[src/rtl/pong_game_ctrl.sv]
// Pong game sequencer: game FSM, two-digit BCD scores per player, ball count,
// text-overlay region enables and graphics freeze/launch control.
module pong_game_ctrl #(
  parameter int BALLS       = 3,
  parameter int HOLD_FRAMES = 120,
  parameter int TW          = 8
) (
  input  logic       clk,
  input  logic       reset_n,
  input  logic       btn,
  input  logic       refr_tick,
  input  logic       miss_l,
  input  logic       miss_r,
  output logic [3:0] dig0,
  output logic [3:0] dig1,
  output logic [3:0] dig2,
  output logic [3:0] dig3,
  output logic [1:0] ball,
  output logic [3:0] text_en,
  output logic       graph_still,
  output logic       launch
);

  typedef enum logic [1:0] {NEWGAME, PLAY, NEWBALL, OVER} state_e;

  localparam logic [TW-1:0] HOLD       = TW'(HOLD_FRAMES);
  localparam logic [1:0]    BALLS_INIT = 2'(BALLS);

  state_e        state_q, state_d;
  logic [7:0]    left_q, left_d;     // {tens, ones}
  logic [7:0]    right_q, right_d;
  logic [1:0]    ball_q, ball_d;
  logic [TW-1:0] timer_q, timer_d;
  logic          btn_q, armed_q, launch_q, launch_d;
  logic          btn_rise;
  logic [TW-1:0] timer_inc;

  function automatic logic [7:0] bcd_inc(input logic [7:0] v);
    if (v[3:0] == 4'd9) begin
      return {((v[7:4] == 4'd9) ? 4'd0 : v[7:4] + 4'd1), 4'd0};
    end
    return {v[7:4], v[3:0] + 4'd1};
  endfunction

  // A button already held when reset releases must go low once before it
  // can start a game, so rises are only honoured after a low has been seen.
  assign btn_rise  = btn & ~btn_q & armed_q;
  assign timer_inc = (refr_tick && (timer_q != HOLD)) ? timer_q + TW'(1) : timer_q;

  always_comb begin
    // NOTE: every output of this block gets a default first, so no path
    // leaves a signal unassigned and no latch is inferred.
    state_d     = state_q;
    left_d      = left_q;
    right_d     = right_q;
    ball_d      = ball_q;
    timer_d     = timer_q;
    launch_d    = 1'b0;
    text_en     = 4'b1110;
    graph_still = 1'b1;

    unique case (state_q)
      NEWGAME: begin
        if (btn_rise) begin
          left_d   = 8'h00;
          right_d  = 8'h00;
          ball_d   = BALLS_INIT;
          launch_d = 1'b1;
          state_d  = PLAY;
        end
      end
      PLAY: begin
        text_en     = 4'b1000;
        graph_still = 1'b0;
        if (miss_l) right_d = bcd_inc(right_q);
        if (miss_r) left_d  = bcd_inc(left_q);
        // A double miss still costs only one ball.
        if (miss_l || miss_r) begin
          ball_d  = ball_q - 2'd1;
          timer_d = '0;
          state_d = (ball_q == 2'd1) ? OVER : NEWBALL;
        end
      end
      NEWBALL: begin
        text_en = 4'b1000;
        timer_d = timer_inc;
        if ((timer_q == HOLD) && btn_rise) begin
          launch_d = 1'b1;
          state_d  = PLAY;
        end
      end
      OVER: begin
        text_en = 4'b1001;
        timer_d = timer_inc;
        if (timer_q == HOLD) state_d = NEWGAME;
      end
      default: state_d = NEWGAME;
    endcase
  end

  // NOTE: state registers use non-blocking assignments so every flop samples
  // the pre-edge values regardless of evaluation order.
  always_ff @(posedge clk or negedge reset_n) begin
    if (!reset_n) begin
      state_q  <= NEWGAME;
      left_q   <= 8'h00;
      right_q  <= 8'h00;
      ball_q   <= BALLS_INIT;
      timer_q  <= '0;
      btn_q    <= 1'b0;
      armed_q  <= 1'b0;
      launch_q <= 1'b0;
    end else begin
      state_q  <= state_d;
      left_q   <= left_d;
      right_q  <= right_d;
      ball_q   <= ball_d;
      timer_q  <= timer_d;
      btn_q    <= btn;
      armed_q  <= armed_q | ~btn;
      launch_q <= launch_d;
    end
  end

  assign dig0   = left_q[3:0];
  assign dig1   = left_q[7:4];
  assign dig2   = right_q[3:0];
  assign dig3   = right_q[7:4];
  assign ball   = ball_q;
  assign launch = launch_q;

endmodule

[config.mk]
export PLATFORM = sky130hd
export DESIGN_NAME = pong_game_ctrl
export DESIGN_NICKNAME = d
export VERILOG_FILES = /design/src/rtl/pong_game_ctrl.sv
export SDC_FILE = /design/constraint.sdc
export NUM_CORES = 1
export LEC_CHECK = 0
export CAP_MARGIN = 20
export CORE_MARGIN = 4
export CORE_UTILIZATION = 57
export CTS_CLUSTER_SIZE = 20
export DETAILED_ROUTE_END_ITERATION = 6
export PLACE_DENSITY = 0.93
export REMOVE_ABC_BUFFERS = 1
export SYNTH_ARGS = -nofsm -noshare
export SYNTH_HDL_FRONTEND = slang
export SYNTH_SLANG_ARGS = --single-unit
[constraint.sdc]
create_clock -name clk -period 4.6 [get_ports clk]
set_input_delay 1.38 -clock clk [delete_from_list [all_inputs] [get_ports clk]]
set_output_delay 1.38 -clock clk [all_outputs]
set_load 0.02 [all_outputs]
==> flow_summary.ini, run 1 <==
[die]
die_y_um = 64.2
core_um2 = 3030
start_util_pct = 59.5
dieArea_um2 = 4120
num_rows = 20
io_pins = 30
die_w_um = 64.2

[sta]
final_max_slew_viol_count = 0
tightest_slew_ns = 0.941
rsz0062_at_grt = no
skew_ns = 0.0124
finalHoldViolCount = 0
setup-tns-final_ns = 0
setup_violations = 0
max_freq_ghz = 0.275
max_slew_margin_pct = 37.1
period_minus_slack_ns = 3.64
fin_crit_sh_pct = 79.2
setup_slack_ns = 0.959

[cells_and_area]
drive_gt1_share_pct = 8.26
fin_area_um2 = 2160
n_fill_cell = 238
seq_area_um2 = 778
diodes = 0
final_cell_count_no_fill = 262
multi_input_area_um2 = 928
areaGrowthSynthToFinish_pct = 19.9
fin_nets = 234

[yosys]
synth.area.top_cells = dfrtp_1, ha_1, nand3_1
synth_ff_type = dfrtp_1
synth_top_area_cell = dfrtp_1
synth-seq-cells = 31
yosysUniqueCellTypes = 50
syn_inst = 192
synth.top_cell.area_share_pct = 40.3
synthesis.area_um2 = 1800
syn_avg_cell_area_um2 = 9.38
ys_warn_count = 0
synth_edf_count = 0
synth-async-reset-ratio_pct = 100
ys_seq_area_share_pct = 43.2

[global_routing]
track_usage_pct = 20.7
grt_max_degree = 23
antenna_found_initial = 0
grt_pass1_wl_um = 6540
grt-ovfl-total = 0
grt_pass1_vias = 1461

[place]
placed_cell_area_um2 = 2090
place_hpwl_um = 2770
gp_congestion = 0.782
dp_cells = 254
buffer_ports.inserted = 28
place_ws_ns = 1.34

[clock_tree]
cts_resized = 0
cts_setup_buffers = 0
cts_made_buffers = 5
clock_latency_ns = 0.33
htreeDepth = 2
path_clk_slew_ns = 0.09
clkSinkCount = 31
cts_root_buf = clkbuf_4
postCtsHoldBufs = 0
cts_buffer_depth = 2
cts_tree = built

[drt]
drc = 0
dr.pass1.iters = 4
routed_via_density = 5.64
ant_nets = 0
route.detailed.wl_per_inst_um = 13.9
drt_wl_total_um = 3640
vias = 1477
drt_iter0_drc = 68

[setup_path]
r2r_slack_ns = 2.17
crit_path_start_kind = register
crit_type = register to output pin
required_ns = 3.22
cpMaxStageDelayCell = dfrtp_1
arrival_ns = 2.26
crit_path_end_kind = output pin
cpPeakStageDelay_ns = 0.62
worst-path-max-fanout = 20
cp_cell_sequence = nor2b_1 > inv_2 > clkdlybuf4s50_1

[power]
combPwrFrac_pct = 33.7
power_leakage_nw = 0.973
clockPowerShare_pct = 19.8
ir_drop_mv = 0.208
sequentialPowerShare_pct = 46.5
swShare_pct = 37.3
powerDensity_nw_per_um2 = 422
switchingPower_uw = 340
intPower_uw = 571

[run_status]
status = completed

[worst_hold_path]
hp-class = register to register

[flow_run]
drv_cap = 0
[cells by family (layout without fill, tap and decap cells)]
kind of cell	Yosys count	count (layout)	synth area share [%]
fa+ha+maj	11	11	7.64
other cells	1	1	0.208
mux	4	4	2.36
compound gates	45	45	18.8
simple gates	78	78	22.5
buf+inv	22	48	5.28
flops	31	31	43.2
[layout make-up]
type	count	share of cell area, %
tap	44	2.55
timing repair buffer	29	13.3
multi-input combinational	139	43.0
inverter	11	1.91
clock buffer	8	3.19
sequential	31	36.0
[critical path, delay by kind of cell, from the launching register on]
family,cells,cell delay [ns]
flip-flops,1,0.62
buffers and inverters,2,0.72
AND/OR/NAND/NOR,1,0.59
[synthesized netlist by cell type (all sizes together), types with 3 or more instances]
cell and number:
a211o 3, a21o 7, a21oi 5, and3 3, buf 4, clkbuf 7
dfrtp 29, ha 11, inv 11, nand2 20, nand3 17, nor2 12
nor3 7, nor3b 3, o211ai 3, o21ai 11, or3 3
[layer usage]
metal,vias up,part of all wire (%),global-route usage (%)
li1,740,-,-
met1,701,46,26.2
met2,31,48,32.6
met3,5,4.4,7.21
met4,0,1.5,7.39
met5,-,0,0
[per-stage QoR]
step,hold WS [ns],power (mW),utilization (%)
final,0.515,0.911,71.3
after detailed placement,0.502,0.737,69.0
after global placement,0.486,0.718,69.0
after CTS,0.520,0.918,71.3
after global routing,0.552,0.981,71.3
after floorplan,0.457,0.605,-
[power groups by stage]
stage / combinational (mW) / sequential (mW) / clock (mW)
floorplan: 0.167 / 0.438 / 0
global placement: 0.295 / 0.423 / 0
detailed placement: 0.311 / 0.426 / 0
CTS: 0.312 / 0.422 / 0.184
global route: 0.343 / 0.438 / 0.199
finish: 0.307 / 0.423 / 0.180
[sequential cells by signal (all words and copies together) (netlist names)]
register	count
ball	2
btn_q	1
left_q	8
armed_q	1
state_q	2
timer_q	8
launch	1
right_q	8
[worst paths after layout]
| check | from | to | cells after the start |
|---|---|---|---|
| max | state_q[1]$_DFFE_PN0P_ | graph_still | 3 |
| min | left_q[3]$_DFFE_PN0P_ | left_q[3]$_DFFE_PN0P_ | 1 |
| max reg2reg | state_q[1]$_DFFE_PN0P_ | right_q[6]$_DFFE_PN0P_ | 5 |
| min reg2reg | left_q[3]$_DFFE_PN0P_ | left_q[3]$_DFFE_PN0P_ | 1 |
| max in group asynchronous | reset_n | left_q[3]$_DFFE_PN0P_ | 2 |
| min in group asynchronous | reset_n | timer_q[4]$_DFFE_PN0P_ | 1 |
[layout by cell type (no fill, tap or decap), types with 2 or more instances in the layout]
| cell | synthesis | final |
|---|---|---|
| clkbuf_4 | 0 | 5 |
| dfstp_2 | 2 | 2 |
| a211o_1 | 3 | 3 |
| nand2_1 | 20 | 20 |
| o21ai_0 | 7 | 7 |
| o211ai_1 | 2 | 2 |
| mux2i_1 | 2 | 2 |
| or4_1 | 2 | 2 |
| and3_1 | 3 | 3 |
| nor2_1 | 12 | 12 |
| o21a_1 | 2 | 2 |
| clkbuf_8 | 0 | 2 |
| a21oi_1 | 4 | 4 |
| a21o_1 | 7 | 7 |
| nand3_1 | 17 | 17 |
| clkdlybuf4s50_1 | 0 | 28 |
| nor3_1 | 6 | 6 |
| inv_1 | 10 | 10 |
| dfrtp_1 | 29 | 29 |
| o21ai_1 | 4 | 4 |
| o2bb2ai_1 | 2 | 2 |
| mux2_2 | 2 | 2 |
| ha_1 | 11 | 11 |
| a2bb2oi_1 | 2 | 2 |
| or3_1 | 3 | 3 |
| nand2b_1 | 2 | 2 |
| a31oi_1 | 2 | 2 |
| and3b_1 | 2 | 2 |
| nor3b_1 | 2 | 2 |
(Power assumes the default switching activity.)
==> run 2, diff against run 1 <==
- CORE_UTILIZATION: 57 -> 53
- PLACE_DENSITY: 0.93 -> 0.88
- clock period: 4.6 -> 3.71 ns (I/O delays scaled with it)
==> run 2 against run 1 <==
Against the previous run:
- sequential power grew 23%
- first-iteration DRC count grew 59%
- global-route usage shrank 1.7 points
- cell area shrank 0.23%
- clock power is essentially flat
- core utilization shrank 3.0 points
- non-clock buffer count grew 2
- largest power group unchanged
- cell count grew 0.76%
==> flow_summary.ini, run 2 (same netlist as run 1, synthesis figures left out) <==
[run_status]
status = completed

[setup_path]
cp_cell_sequence = nor2b_1 > buf_4 > inv_2 > clkdlybuf4s50_1
crit_family = buffers and inverters
required_ns = 2.60
cpPeakStageDelay_ns = 0.61
crit_path_start_kind = register
worst-path-max-fanout = 11
r2r_slack_ns = 1.69
r2r-end = right_q[6]$_DFFE_PN0P_
crit_type = register to output pin
arrival_ns = 1.90
crit_path_end_kind = output pin
cpMaxStageDelayCell = clkdlybuf4s50_1
reg2reg_from = state_q[0]$_DFFE_PN0P_
reg2regPathDepth = 6
crit_buf_inv = 3

[cells_and_area]
areaGrowthSynthToFinish_pct = 19.6
most-common-layout-cells = dfrtp_1, clkdlybuf4s50_1, nand2_1
fin_nets = 236
reg_top3 = left_q x8, right_q x8, timer_q x8
final_util_pct = 68.3
diodes = 0
drive_gt1_share_pct = 8.18
multi_input_area_um2 = 928
seq_area_um2 = 778
final_common_cell = dfrtp_1
n_fill_cell = 260

[worst_hold_path]
min_from = right_q[3]$_DFFE_PN0P_
min_path_cells = 1
min_delay_worst_endpoint = right_q[3]$_DFFE_PN0P_
hp-class = register to register

[clock_tree]
clock_latency_ns = 0.32
clkSinkCount = 31
cts_setup_buffers = 0
cts_resized = 0
cts_tree = built
postCtsHoldBufs = 0
cts_buffer_depth = 2
htreeDepth = 2
cts_made_buffers = 5
path_clk_slew_ns = 0.10
cts_root_buf = clkbuf_4

[sta]
tightest_slew_ns = 0.603
period_minus_slack_ns = 3.02
rsz0062_at_grt = no
hold-worst-slack_ns = 0.511
setup-tns-final_ns = 0
setup_violations = 0
max_slew_margin_pct = 59.6
max_freq_ghz = 0.332
skew_ns = 0.0103
finalHoldViolCount = 0
final_max_slew_viol_count = 0
fin_crit_sh_pct = 81.3

[global_routing]
grt_max_degree = 32
grt_pass1_vias = 1475
antenna_found_initial = 0
grt_pass1_wl_um = 6420
grt-ovfl-total = 0
track_usage_pct = 19.0

[place]
buffer_ports.inserted = 28
place_hpwl_um = 2700
gp_congestion = 0.821

[drt]
routed_via_density = 5.53
dr.pass1.iters = 4
drc = 0
route.detailed.wl_per_inst_um = 13.8
ant_nets = 0
drt_wl_total_um = 3650
drt_iter0_drc = 108
vias = 1459

[die]
start_util_pct = 57.1
die_y_um = 66.3
io_pins = 30
die_w_um = 66.3
dieArea_um2 = 4400
core_um2 = 3150
num_rows = 20

[power]
powerDensity_nw_per_um2 = 508
power_leakage_nw = 0.970
ir_drop_mv = 0.262

[flow_run]
drv_cap = 0
-- run 2: per-stage QoR --
stage          std cells  area (µm²)  setup WS [ns]  total power [mW]
2_1_floorplan        181        1750           1.45             0.750
3_3_place_gp         256        2110          0.909             0.900
3_5_place_dp         256        2110          0.852             0.917
4_1_cts              264        2150          0.695              1.10
5_1_grt              264        2150          0.614              1.18
6_report             264        2150          0.694              1.09
-- run 2: layout make-up --
type / count / share of cell area, %
clock buffer: 8 / 2.26
inverter: 11 / 1.92
multi-input combinational: 139 / 43.1
sequential: 31 / 36.1
tap: 44 / 2.56
timing repair buffer: 31 / 14.1
-- run 2: layer usage --
layer  wire [µm]  global-route usage, %  vias up
li1            -                      -      739
met1        1770                   24.2      691
met2        1750                   31.4       25
met3          99                   4.25        4
met4          34                   6.85        0
met5           0                      0        -
-- run 2: power breakdown --
part,leakage (nW),switching [mW],internal [mW]
Sequential,0.395,0.108,0.414
Combinational,0.549,0.203,0.187
Clock,0.0265,0.108,0.0755
-- run 2: worst max path at each step --
stage	start	to	slack [ns]	cells past startpoint
after detailed placement	miss_l	right_q[6]$_DFFE_PN0P_	0.85	5
after global placement	miss_l	right_q[6]$_DFFE_PN0P_	0.91	5
final	state_q[0]$_DFFE_PN0P_	graph_still	0.69	4
after CTS	state_q[0]$_DFFE_PN0P_	graph_still	0.69	4
after floorplan	state_q[1]$_DFFE_PN0P_	graph_still	1.45	2
after global routing	state_q[0]$_DFFE_PN0P_	graph_still	0.61	4
